==> config.mk <==
export PLATFORM = sky130hd
export DESIGN_NAME = accel_averager_flat
export DESIGN_NICKNAME = d
export VERILOG_FILES = /design/src/rtl/preproc_pkg.sv /design/src/rtl/accel_averager_if.sv /design/src/rtl/avg_channel.sv /design/src/rtl/accel_averager.sv /design/src/flat_wrapper.sv
export SDC_FILE = /design/constraint.sdc
export NUM_CORES = 1
export LEC_CHECK = 0
export CORE_ASPECT_RATIO = 0.9
export CORE_MARGIN = 2
export CORE_UTILIZATION = 35
export DETAILED_ROUTE_END_ITERATION = 10
export GPL_TIMING_DRIVEN = 0
export SETUP_SLACK_MARGIN = 0.2
export SYNTH_ARGS = -nofsm -noshare
export SYNTH_HDL_FRONTEND = slang
export SYNTH_SLANG_ARGS = --single-unit
export TNS_END_PERCENT = 1
==> constraint.sdc <==
create_clock -name clk -period 3.1 [get_ports clk]
set_input_delay 0.62 -clock clk [delete_from_list [all_inputs] [get_ports clk]]
set_output_delay 0.62 -clock clk [all_outputs]
set_load 0.01 [all_outputs]
==> src/rtl/preproc_pkg.sv <==
// Shared definitions for the Kalman preprocessor: sample width, averager FSM
// states and the signed sample type used by both the averager and arctan stages.
package preproc_pkg;

  localparam int DATA_W         = 16;
  localparam int LOG2_N_DEFAULT = 3;

  typedef enum logic {
    EMPTY,
    ACCUM
  } avg_state_e;

  typedef logic signed [DATA_W-1:0] sample_t;

endpackage

==> src/rtl/accel_averager_if.sv <==
// Sample/average bus between the accelerometer front end and the averager.
// The master drives raw samples and clear; the slave returns the held averages.
interface accel_averager_if #(
  parameter int DATA_W = preproc_pkg::DATA_W,
  parameter int LOG2_N = preproc_pkg::LOG2_N_DEFAULT
);

  logic                     clear;
  logic                     sample_valid;
  logic signed [DATA_W-1:0] x_raw;
  logic signed [DATA_W-1:0] y_raw;
  logic signed [DATA_W-1:0] x_avg;
  logic signed [DATA_W-1:0] y_avg;
  logic                     avg_strobe;
  logic                     have_avg;
  logic [LOG2_N-1:0]        count;

  modport master (
    output clear, sample_valid, x_raw, y_raw,
    input  x_avg, y_avg, avg_strobe, have_avg, count
  );

  modport slave (
    input  clear, sample_valid, x_raw, y_raw,
    output x_avg, y_avg, avg_strobe, have_avg, count
  );

endinterface

==> src/rtl/avg_channel.sv <==
// Single-axis block accumulator with divide-by-2^LOG2_N on the last sample.
// Define AVG_ROUND_EN for round-to-nearest (ties to +inf); otherwise floor.
module avg_channel #(
  parameter int DATA_W = 16,
  parameter int LOG2_N = 3
) (
  input  logic                     clk,
  input  logic                     n_rst,
  input  logic                     clear_i,
  input  logic                     accept_i,
  input  logic                     last_i,
  input  logic signed [DATA_W-1:0] sample_i,
  output logic signed [DATA_W-1:0] avg_o
);

  // One guard bit above the worst-case block sum absorbs the rounding addend.
  localparam int AW = DATA_W + LOG2_N + 1;

  logic signed [AW-1:0]     acc_q;
  logic signed [AW-1:0]     sample_ext;
  logic signed [AW-1:0]     total;
  logic signed [AW-1:0]     total_r;
  logic signed [DATA_W-1:0] avg_d;
  logic signed [DATA_W-1:0] avg_q;

  assign sample_ext = {{(AW-DATA_W){sample_i[DATA_W-1]}}, sample_i};
  assign total      = acc_q + sample_ext;

`ifdef AVG_ROUND_EN
  localparam int ROUND_ADD = 1 << (LOG2_N - 1);
  assign total_r = total + AW'(ROUND_ADD);
`else
  assign total_r = total;
`endif

  assign avg_d = DATA_W'(total_r >>> LOG2_N);
  assign avg_o = avg_q;

  always_ff @(posedge clk or negedge n_rst) begin
    if (!n_rst) begin
      acc_q <= '0;
      avg_q <= '0;
    end else if (clear_i) begin
      acc_q <= '0;
    end else if (accept_i) begin
      if (last_i) begin
        acc_q <= '0;
        avg_q <= avg_d;
      end else begin
        acc_q <= total;
      end
    end
  end

endmodule

==> src/rtl/accel_averager.sv <==
// Block averager for x/y accelerometer samples feeding the arctan stage.
// Rounding mode is selected in avg_channel by the AVG_ROUND_EN macro.
module accel_averager #(
  parameter int DATA_W = preproc_pkg::DATA_W,
  parameter int LOG2_N = preproc_pkg::LOG2_N_DEFAULT
) (
  input  logic             clk,
  input  logic             n_rst,
  accel_averager_if.slave  bus
);

  import preproc_pkg::*;

  localparam logic [LOG2_N-1:0] LAST_COUNT = '1;

  avg_state_e        state_q;
  logic [LOG2_N-1:0] count_q;
  logic              strobe_q;
  logic              have_q;
  logic              accept;
  logic              last_sample;

  // clear has priority, so a sample arriving with clear is dropped.
  assign accept      = bus.sample_valid & ~bus.clear;
  assign last_sample = accept && (state_q == ACCUM) && (count_q == LAST_COUNT);

  always_ff @(posedge clk or negedge n_rst) begin
    if (!n_rst) begin
      state_q  <= EMPTY;
      count_q  <= '0;
      strobe_q <= 1'b0;
      have_q   <= 1'b0;
    end else begin
      strobe_q <= 1'b0;
      if (bus.clear) begin
        state_q <= EMPTY;
        count_q <= '0;
      end else if (accept) begin
        case (state_q)
          EMPTY: begin
            state_q <= ACCUM;
            count_q <= LOG2_N'(1);
          end
          ACCUM: begin
            if (last_sample) begin
              state_q  <= EMPTY;
              count_q  <= '0;
              strobe_q <= 1'b1;
              have_q   <= 1'b1;
            end else begin
              count_q <= count_q + LOG2_N'(1);
            end
          end
          default: begin
            state_q <= EMPTY;
            count_q <= '0;
          end
        endcase
      end
    end
  end

  avg_channel #(.DATA_W(DATA_W), .LOG2_N(LOG2_N)) u_x (
    .clk      (clk),
    .n_rst    (n_rst),
    .clear_i  (bus.clear),
    .accept_i (accept),
    .last_i   (last_sample),
    .sample_i (bus.x_raw),
    .avg_o    (bus.x_avg)
  );

  avg_channel #(.DATA_W(DATA_W), .LOG2_N(LOG2_N)) u_y (
    .clk      (clk),
    .n_rst    (n_rst),
    .clear_i  (bus.clear),
    .accept_i (accept),
    .last_i   (last_sample),
    .sample_i (bus.y_raw),
    .avg_o    (bus.y_avg)
  );

  assign bus.avg_strobe = strobe_q;
  assign bus.have_avg   = have_q;
  assign bus.count      = count_q;

endmodule

==> src/flat_wrapper.sv <==
// flat-port wrapper written by rule: the top's interface ports become plain ports
module accel_averager_flat import preproc_pkg::*;
#(
  parameter int DATA_W = preproc_pkg::DATA_W,
  parameter int LOG2_N = preproc_pkg::LOG2_N_DEFAULT
)
  (clk, n_rst, bus_clear, bus_sample_valid, bus_x_raw, bus_y_raw, bus_x_avg, bus_y_avg, bus_avg_strobe, bus_have_avg, bus_count);
  accel_averager_if #(.DATA_W(DATA_W), .LOG2_N(LOG2_N)) bus_i ();
  input  logic clk;
  input  logic n_rst;
  input wire logic [$bits(bus_i.clear)-1:0] bus_clear;
  input wire logic [$bits(bus_i.sample_valid)-1:0] bus_sample_valid;
  input wire logic [$bits(bus_i.x_raw)-1:0] bus_x_raw;
  input wire logic [$bits(bus_i.y_raw)-1:0] bus_y_raw;
  output wire logic [$bits(bus_i.x_avg)-1:0] bus_x_avg;
  output wire logic [$bits(bus_i.y_avg)-1:0] bus_y_avg;
  output wire logic [$bits(bus_i.avg_strobe)-1:0] bus_avg_strobe;
  output wire logic [$bits(bus_i.have_avg)-1:0] bus_have_avg;
  output wire logic [$bits(bus_i.count)-1:0] bus_count;
  assign bus_i.clear = bus_clear;
  assign bus_i.sample_valid = bus_sample_valid;
  assign bus_i.x_raw = bus_x_raw;
  assign bus_i.y_raw = bus_y_raw;
  assign bus_x_avg = bus_i.x_avg;
  assign bus_y_avg = bus_i.y_avg;
  assign bus_avg_strobe = bus_i.avg_strobe;
  assign bus_have_avg = bus_i.have_avg;
  assign bus_count = bus_i.count;
  accel_averager #(.DATA_W(DATA_W), .LOG2_N(LOG2_N)) u_core (.clk(clk), .n_rst(n_rst), .bus(bus_i));
endmodule
==> metrics, run 1 <==
Gate Count Post-Synth=465; violation count after the first detailed-route iteration=225; Crit path max-delay family=compound AO/OA/AOI/OAI gates; number of fill cells in the layout=1193; Final Slew Violations=0; peak supply drop=0.0003148 V; CTS tree=built; clock latency reported for the late side of the worst-skew pair=0.33 ns; wire length of the first global-routing pass=18500 um; number of enable flip-flop cells after synthesis=0; Layout Utilization=45.98%; status=finished, final reports clean; Initial Util=35.71%; Hold/Removal Path Class=in -> async; Die Y=111.7 um; dpl hpwl=8374 um; async set-or-reset flop fraction in the synthesized netlist=100.0%; final routed DRC violation total=0; sequential fraction of the synthesis area=42.14%; actual transition at the worst max-transition pin=0.6287 ns; xor-xnor portion of the synthesized cell area=6.765%; total die area=13820 sq um; Cell Area, Synth=4513 sq um; Root Buffer Master=clkbuf_16; worst-path cell chain=clkdlybuf4s50_1 -> ha_1 -> fa_1 -> a211oi_2 -> o211ai_2 -> a21boi_2 -> o41ai_2 -> xor2_1 -> xnor2_1 -> o21ai_1; number of setup violations in the final report=0; top cells by area, synth=dfrtp_1, ha_1, nand2_1; type of destination of the critical path=flip-flop; worst r2r path cells=9; flip-flop and latch count after synthesis=76; crit path kind=in -> reg; fraction of synthesized cell area taken by the top area cell type=42.14%; Crit path depth=10; worst setup margin=0.2712 ns; overall die width=123.7 um; pre-CTS WS=-0.2150 ns; buffer and inverter count on the worst path=1; startpoint kind of the worst setup timing path=input pin; number of buffers on the longest clock path=2; library cell with the largest summed area after synthesis=dfrtp_1; total CTS buffers=9; commonest cells after routing, fill and taps aside=nand2_1, dfrtp_1, clkdlybuf4s50_1, ha_1, o21ai_0; via count of the first global-routing pass=3653; Area growth, synth to finish=28.75%; Period minus WS final=2.829 ns; syn_area_per_cell=9.706 sq um; highest fanout seen on the critical path=3; Placeable Area=12640 sq um; routability congestion estimate=0.8974; setup repair after global routing missed its margin=yes; WP data arrival=3.03 ns; critical path data required time=3.30 ns; highest cell delay on the worst timing path=0.46 ns; sequential standard cell area=1902 sq um; overall track demand over capacity in global routing=17.14%; layout cells sized above 1=7.957%; final total negative setup slack=0 ns; detailed-route via count=3740; achievable frequency=353.5 MHz; number of hold violations in the final report=0; Clock Skew=0.008040 ns; CTS H-tree depth=3; Power per Cell Area=546.0 nW/um^2; yosys synthesis warning count=0; period utilization=91.25%; complex-gate fraction of the synthesized area=22.29%; adder-cell area share of the yosys netlist=11.42%; leakage power=2.706 nW; remaining number of nets flagged by the antenna check after routing=0; number of port buffers=72; crit path to=u_core.u_x.avg_o[15]$_DFFE_PN0P_; register-to-register path setup slack=0.62 ns; slowest cell on the critical path=fa_1; number of rows in the core area=39; post-detailed-route wirelength per cell=15.90 um; length of the first detailed-routing pass in iterations=4; count of hold buffers inserted by post-cts repair=0; top-level port count=73; antenna diode count=0; CTS sink cnt=76; maxcap violations=0; largest family of logic cells by synthesized area=compound AO/OA/AOI/OAI gates; detailed-route vias per instance=5.216; cell count after placement=702; Critical R2R Launch=u_core.u_x.acc_q[0]$_DFFE_PN0P_; end of the worst register-to-register path=u_core.u_x.avg_o[15]$_DFFE_PN0P_; total congestion overflow after global routing=0; beginning of the critical path=bus_x_raw[0]; Rel. slew slack=58.09%; post-CTS setup-driven buffer insertion count=0; Total Wirelength=11400 um; synth unique cells=51; largest net degree at the start of global routing=58; post-layout instance count excluding filler cells=717; combined area of the multi-input logic cells=2535 sq um; antenna violations before repair=0; number of nets at the end of the flow=625; leading register cell type out of synthesis=dfrtp_1; post-synth net total=541; multiplexer fraction of the synthesized cell area=2.495%; simple-gate portion of the synthesized area=12.31%; clock transition at the register clock pins on the worst setup and hold paths after CTS=0.06 ns
logic make-up after synthesis:
| group | count (synthesis) |
|---|---|
| buf+inv | 29 |
| flops | 76 |
| simple gates | 126 |
| fa+ha+maj | 40 |
| xor+xnor | 34 |
| compound gates | 150 |
| mux | 10 |
cell type report:
type | count | area share [%]
flip-flops and latches | 76 | 32.73
clock buffers | 10 | 3.941
well taps | 164 | 3.531
clock inverters | 5 | 1.335
plain buffers | 16 | 1.163
multi-input cells | 360 | 43.63
inverters | 13 | 0.8398
repair buffers | 73 | 12.83
per-layer routing:
| layer | global-route usage (%) | part of all wire, % | vias up |
|---|---|---|---|
| met2 | 24.69 | 44 | 83 |
| met3 | 3.740 | 5.6 | 8 |
| met4 | 4.394 | 0.91 | 0 |
| met5 | 0 | 0 | - |
| met1 | 25.93 | 50 | 1797 |
| li1 | - | - | 1852 |
state kept, by name, summed over array words and instances, names as in the netlist:
| register | cells |
|---|---|
| u_core.state_q | 1 |
| u_core.u_x.avg_o | 16 |
| u_core.bus.count | 3 |
| u_core.bus.have_avg | 1 |
| u_core.u_y.avg_o | 16 |
| u_core.bus.avg_strobe | 1 |
| u_core.u_y.acc_q | 19 |
| u_core.u_x.acc_q | 19 |
metrics by stage:
step / total power, mW / hold WS [ns] / cell area (sq um)
3_3_place_gp: 2.029 / 0.4506 / 5439
6_report: 3.172 / 0.1731 / 5811
3_5_place_dp: 2.049 / 0.4595 / 5464
2_1_floorplan: 1.795 / 0.3244 / 4513
4_1_cts: 3.177 / 0.1814 / 5774
5_1_grt: 3.351 / 0.1843 / 5811
how the worst min path moves through the flow:
stage / start / end / slack (ns) / cells past startpoint
2_1_floorplan: n_rst / u_core.bus.avg_strobe$_DFF_PN0_ / 0.32 / 0
3_3_place_gp: u_core.bus.have_avg$_DFFE_PN0P_ / u_core.bus.have_avg$_DFFE_PN0P_ / 0.45 / 1
3_5_place_dp: u_core.bus.have_avg$_DFFE_PN0P_ / u_core.bus.have_avg$_DFFE_PN0P_ / 0.46 / 1
4_1_cts: n_rst / u_core.u_y.acc_q[14]$_DFFE_PN0P_ / 0.18 / 1
5_1_grt: n_rst / u_core.u_y.acc_q[14]$_DFFE_PN0P_ / 0.18 / 1
6_report: n_rst / u_core.u_y.acc_q[14]$_DFFE_PN0P_ / 0.17 / 1
power by group:
part           leakage (nW)  internal, mW  switching (mW)
registers              1.03          1.07          0.0493
logic                  1.52         0.401           0.539
clock network         0.148         0.698           0.415
synthesized netlist by cell type (all sizes together) (2+ instances only):
cell     n
o211ai   4
a21o    14
a22o    22
fa       2
inv     13
clkbuf  11
o31ai    6
and2     3
nand2b   8
nor3     3
o21bai   2
nand3    8
a211oi   7
nor2    14
xnor2   20
ha      38
o21a     2
nand2   76
mux2    10
o21ai   43
dfrtp   76
o22ai    2
buf      5
xor2    14
nor2b    4
nand4    5
a21oi   32
a31oi    4
repair_timing:
action / 4_1_cts / 5_1_grt
endpoints found under the setup margin: 4 / 10
endpoints found under the hold margin: 0 / 0
pin swaps: 0 / 3
cloned: 0 / 0
resized for setup: 1 / 9
Power figures use the tool's default switching activity.
==> run 2: changes to the inputs <==
ABC_AREA = 1   (was unset)
clock period = 2.9 ns   (was 3.1 ns; I/O delays follow)
==> metrics, run 2 <==
final routed DRC violation total=0 (unchanged); Rel. slew slack=55.87% (-2.2 points); top-count cell post-synth=nand2_1; async set-or-reset flop fraction in the synthesized netlist=100.0% (unchanged); Commonest cells post-synth=nand2_1, dfrtp_1, nand3_1, inv_1, nor2_1; number of nets at the end of the flow=843 (+35%); CTS tree=built; library cell with the largest summed area after synthesis=dfrtp_1; synth unique cells=25 (-51%); worst r2r path cells=7 (-2); remaining number of nets flagged by the antenna check after routing=0 (unchanged); number of rows in the core area=41 (+5.1%); wire length of the first global-routing pass=22490 um (+22%); leakage power=3.293 nW (+22%); antenna diode count=0 (unchanged); end of the worst register-to-register path=u_core.u_x.avg_o[5]$_DFFE_PN0P_; post-detailed-route wirelength per cell=13.86 um (-13%); violation count after the first detailed-route iteration=263 (+17%); register-to-register path setup slack=0.79 ns (+0.17 ns); largest net degree at the start of global routing=60 (+3.4%); number of setup violations in the final report=0 (unchanged); clock transition at the register clock pins on the worst setup and hold paths after CTS=0.06 ns (about the same); achievable frequency=412.2 MHz; top-level port count=73 (unchanged); slowest cell on the critical path=clkdlybuf4s50_1; total congestion overflow after global routing=0 (unchanged); Power per Cell Area=724.3 nW/um^2 (+33%); highest cell delay on the worst timing path=0.46 ns (about the same); Cell Area, Synth=4936 sq um (+9.4%); Initial Util=35.51% (-0.20 points); worst-path cell chain=clkdlybuf4s50_1 -> ha_1 -> inv_1 -> fa_1 -> inv_1 -> nand3_1 -> nand3_1 -> nand2_1 -> nand2_1 -> nand2_1 -> nand2_1 -> nand2_1 -> nand3_1 -> nand2_1; post-synth net total=759 (+40%); total chip power=4.503 mW (+42%); leading register cell type out of synthesis=dfrtp_1; maxcap violations=0 (unchanged); worst setup margin=0.4738 ns (+0.2026 ns); Clock Skew=0.006433 ns (-0.001607 ns); flip-flop and latch count after synthesis=76 (unchanged); sequential fraction of the synthesis area=38.53% (-3.6 points); Critical R2R Launch=u_core.bus.count[1]$_DFFE_PN0P_; number of port buffers=72 (unchanged); Total Wirelength=13380 um (+17%); detailed-route vias per instance=4.853 (-7.0%); crit path kind=in -> reg; total CTS buffers=9 (unchanged); design area=6217 sq um (+7.0%); commonest cells after routing, fill and taps aside=nand2_1, dfrtp_1, clkdlybuf4s50_1, nand3_1, inv_1; via count of the first global-routing pass=4658 (+28%); number of enable flip-flop cells after synthesis=0 (unchanged); pre-CTS WS=0.1359 ns (+0.3509 ns); startpoint kind of the worst setup timing path=input pin; highest fanout seen on the critical path=4 (+1); CTS H-tree depth=3 (unchanged); length of the first detailed-routing pass in iterations=5 (+1); overall track demand over capacity in global routing=19.23% (+2.1 points); detailed-route via count=4683 (+25%); fraction of synthesized cell area taken by the top area cell type=38.53% (-3.6 points); total die area=15070 sq um (+9.0%); leading cell type in the layout, fill and taps excluded=nand2_1; area of placed instances=5923 sq um (+8.4%); Root Buffer Master=clkbuf_16; peak supply drop=0.0003217 V (+2.2%); count of hold buffers inserted by post-cts repair=0 (unchanged); Final Slew Violations=0 (unchanged); routability congestion estimate=0.9368 (+4.4%); Period minus WS final=2.426 ns; layout cells sized above 1=3.238% (-4.7 points); clock latency reported for the late side of the worst-skew pair=0.35 ns (+0.02 ns); Hold/Removal Path Class=in -> async; Gate Count Post-Synth=683 (+47%); Placeable Area=13900 sq um (+10%); Die Y=116.7 um (+4.4%); WP data arrival=2.67 ns (-0.36 ns); cell count after placement=949 (+35%); actual transition at the worst max-transition pin=0.6620 ns (+0.03328 ns); yosys synthesis warning count=0 (unchanged); antenna violations before repair=0 (unchanged); number of buffers on the longest clock path=2 (unchanged); Crit path top cell by count=nand2_1; period utilization=83.66%; Area growth, synth to finish=25.96%; CTS sink cnt=76 (unchanged); number of hold violations in the final report=0 (unchanged); setup repair after global routing missed its margin=no; top cells by area, synth=dfrtp_1, nand2_1, ha_1; number of gates resized after CTS=0 (-1); dpl hpwl=10100 um (+21%); status=finished, final reports clean; critical path data required time=3.14 ns (-0.16 ns); worst hold margin=0.09899 ns (-0.07407 ns); syn_area_per_cell=7.227 sq um (-26%); overall die width=129.2 um (+4.4%); post-CTS setup-driven buffer insertion count=0 (unchanged); type of destination of the critical path=flip-flop; registers with the most flip-flops=u_core.u_x.acc_q x19, u_core.u_y.acc_q x19; post-layout instance count excluding filler cells=965 (+35%)
## run 2: changes by cell type after synthesis, sizes merged, moves of 7 or more
cell and change:
a211oi -7, nand2 +213, xnor2 -13, a22o -15, inv +45, nand3b +22, nor2 +26, o21ai -28
mux2 -10, xor2 -8, a21o -14, nand2b -8, nand3 +56
## run 2: final cells by class
type | count | area [sq um]
plain buffers | 13 | 71.32
repair buffers | 73 | 745.7
multi-input cells | 536 | 2745
clock buffers | 10 | 229.0
well taps | 193 | 241.5
inverters | 58 | 217.7
flip-flops and latches | 76 | 1902
fillers | 1391 | 7685
clock inverters | 6 | 65.06
## run 2: worst max path at each step
stage                      start                          endpoint  slack (ns)
finish              bus_y_raw[0]   u_core.u_y.avg_o[9]$_DFFE_PN0P_        0.47
global route        bus_y_raw[0]   u_core.u_y.avg_o[9]$_DFFE_PN0P_        0.26
CTS                 bus_y_raw[0]   u_core.u_y.avg_o[9]$_DFFE_PN0P_        0.50
detailed placement  bus_y_raw[0]   u_core.u_y.avg_o[9]$_DFFE_PN0P_        0.14
global placement           n_rst  u_core.u_y.avg_o[11]$_DFFE_PN0P_       -1.61
floorplan           bus_y_raw[0]  u_core.u_y.avg_o[13]$_DFFE_PN0P_        0.91
## run 2: stage by stage
step / utilization, % / setup TNS, ns
floorplan: - / 0
detailed placement: 42.61 / 0
finish: 44.72 / 0
CTS: 44.72 / 0
global route: 44.72 / 0
global placement: 42.43 / -122.00
## run 2: layer usage
metal / vias up / global-route usage [%] / wire length [um]
li1: 2380 / - / -
met1: 2186 / 25.38 / 6438
met2: 101 / 31.61 / 6215
met3: 16 / 4.489 / 514
met4: 0 / 5.725 / 209
met5: - / 0 / 0
## run 2: kinds of logic (layout without fill, tap and decap cells)
family          Yosys count  after routing  synth area share [%]
compound gates           55             55                 6.134
xor+xnor                 13             13                 2.307
fa+ha+maj                40             40                 10.44
buf+inv                  71            160                 5.855
flops                    76             76                 38.53
simple gates            428            428                 36.73
## run 2: worst max-delay path: cells and delay by family
kind	cells	cell delay [ns]
adder cells (fa/ha/maj)	2	0.64
buffers and inverters	3	0.67
AND/OR/NAND/NOR	9	0.77
## run 2: power by group
| part | internal, mW | switching (mW) | leakage, nW |
|---|---|---|---|
| clock network | 0.665 | 0.474 | 0.131 |
| registers | 1.25 | 0.117 | 1.02 |
| logic | 0.755 | 1.24 | 2.14 |
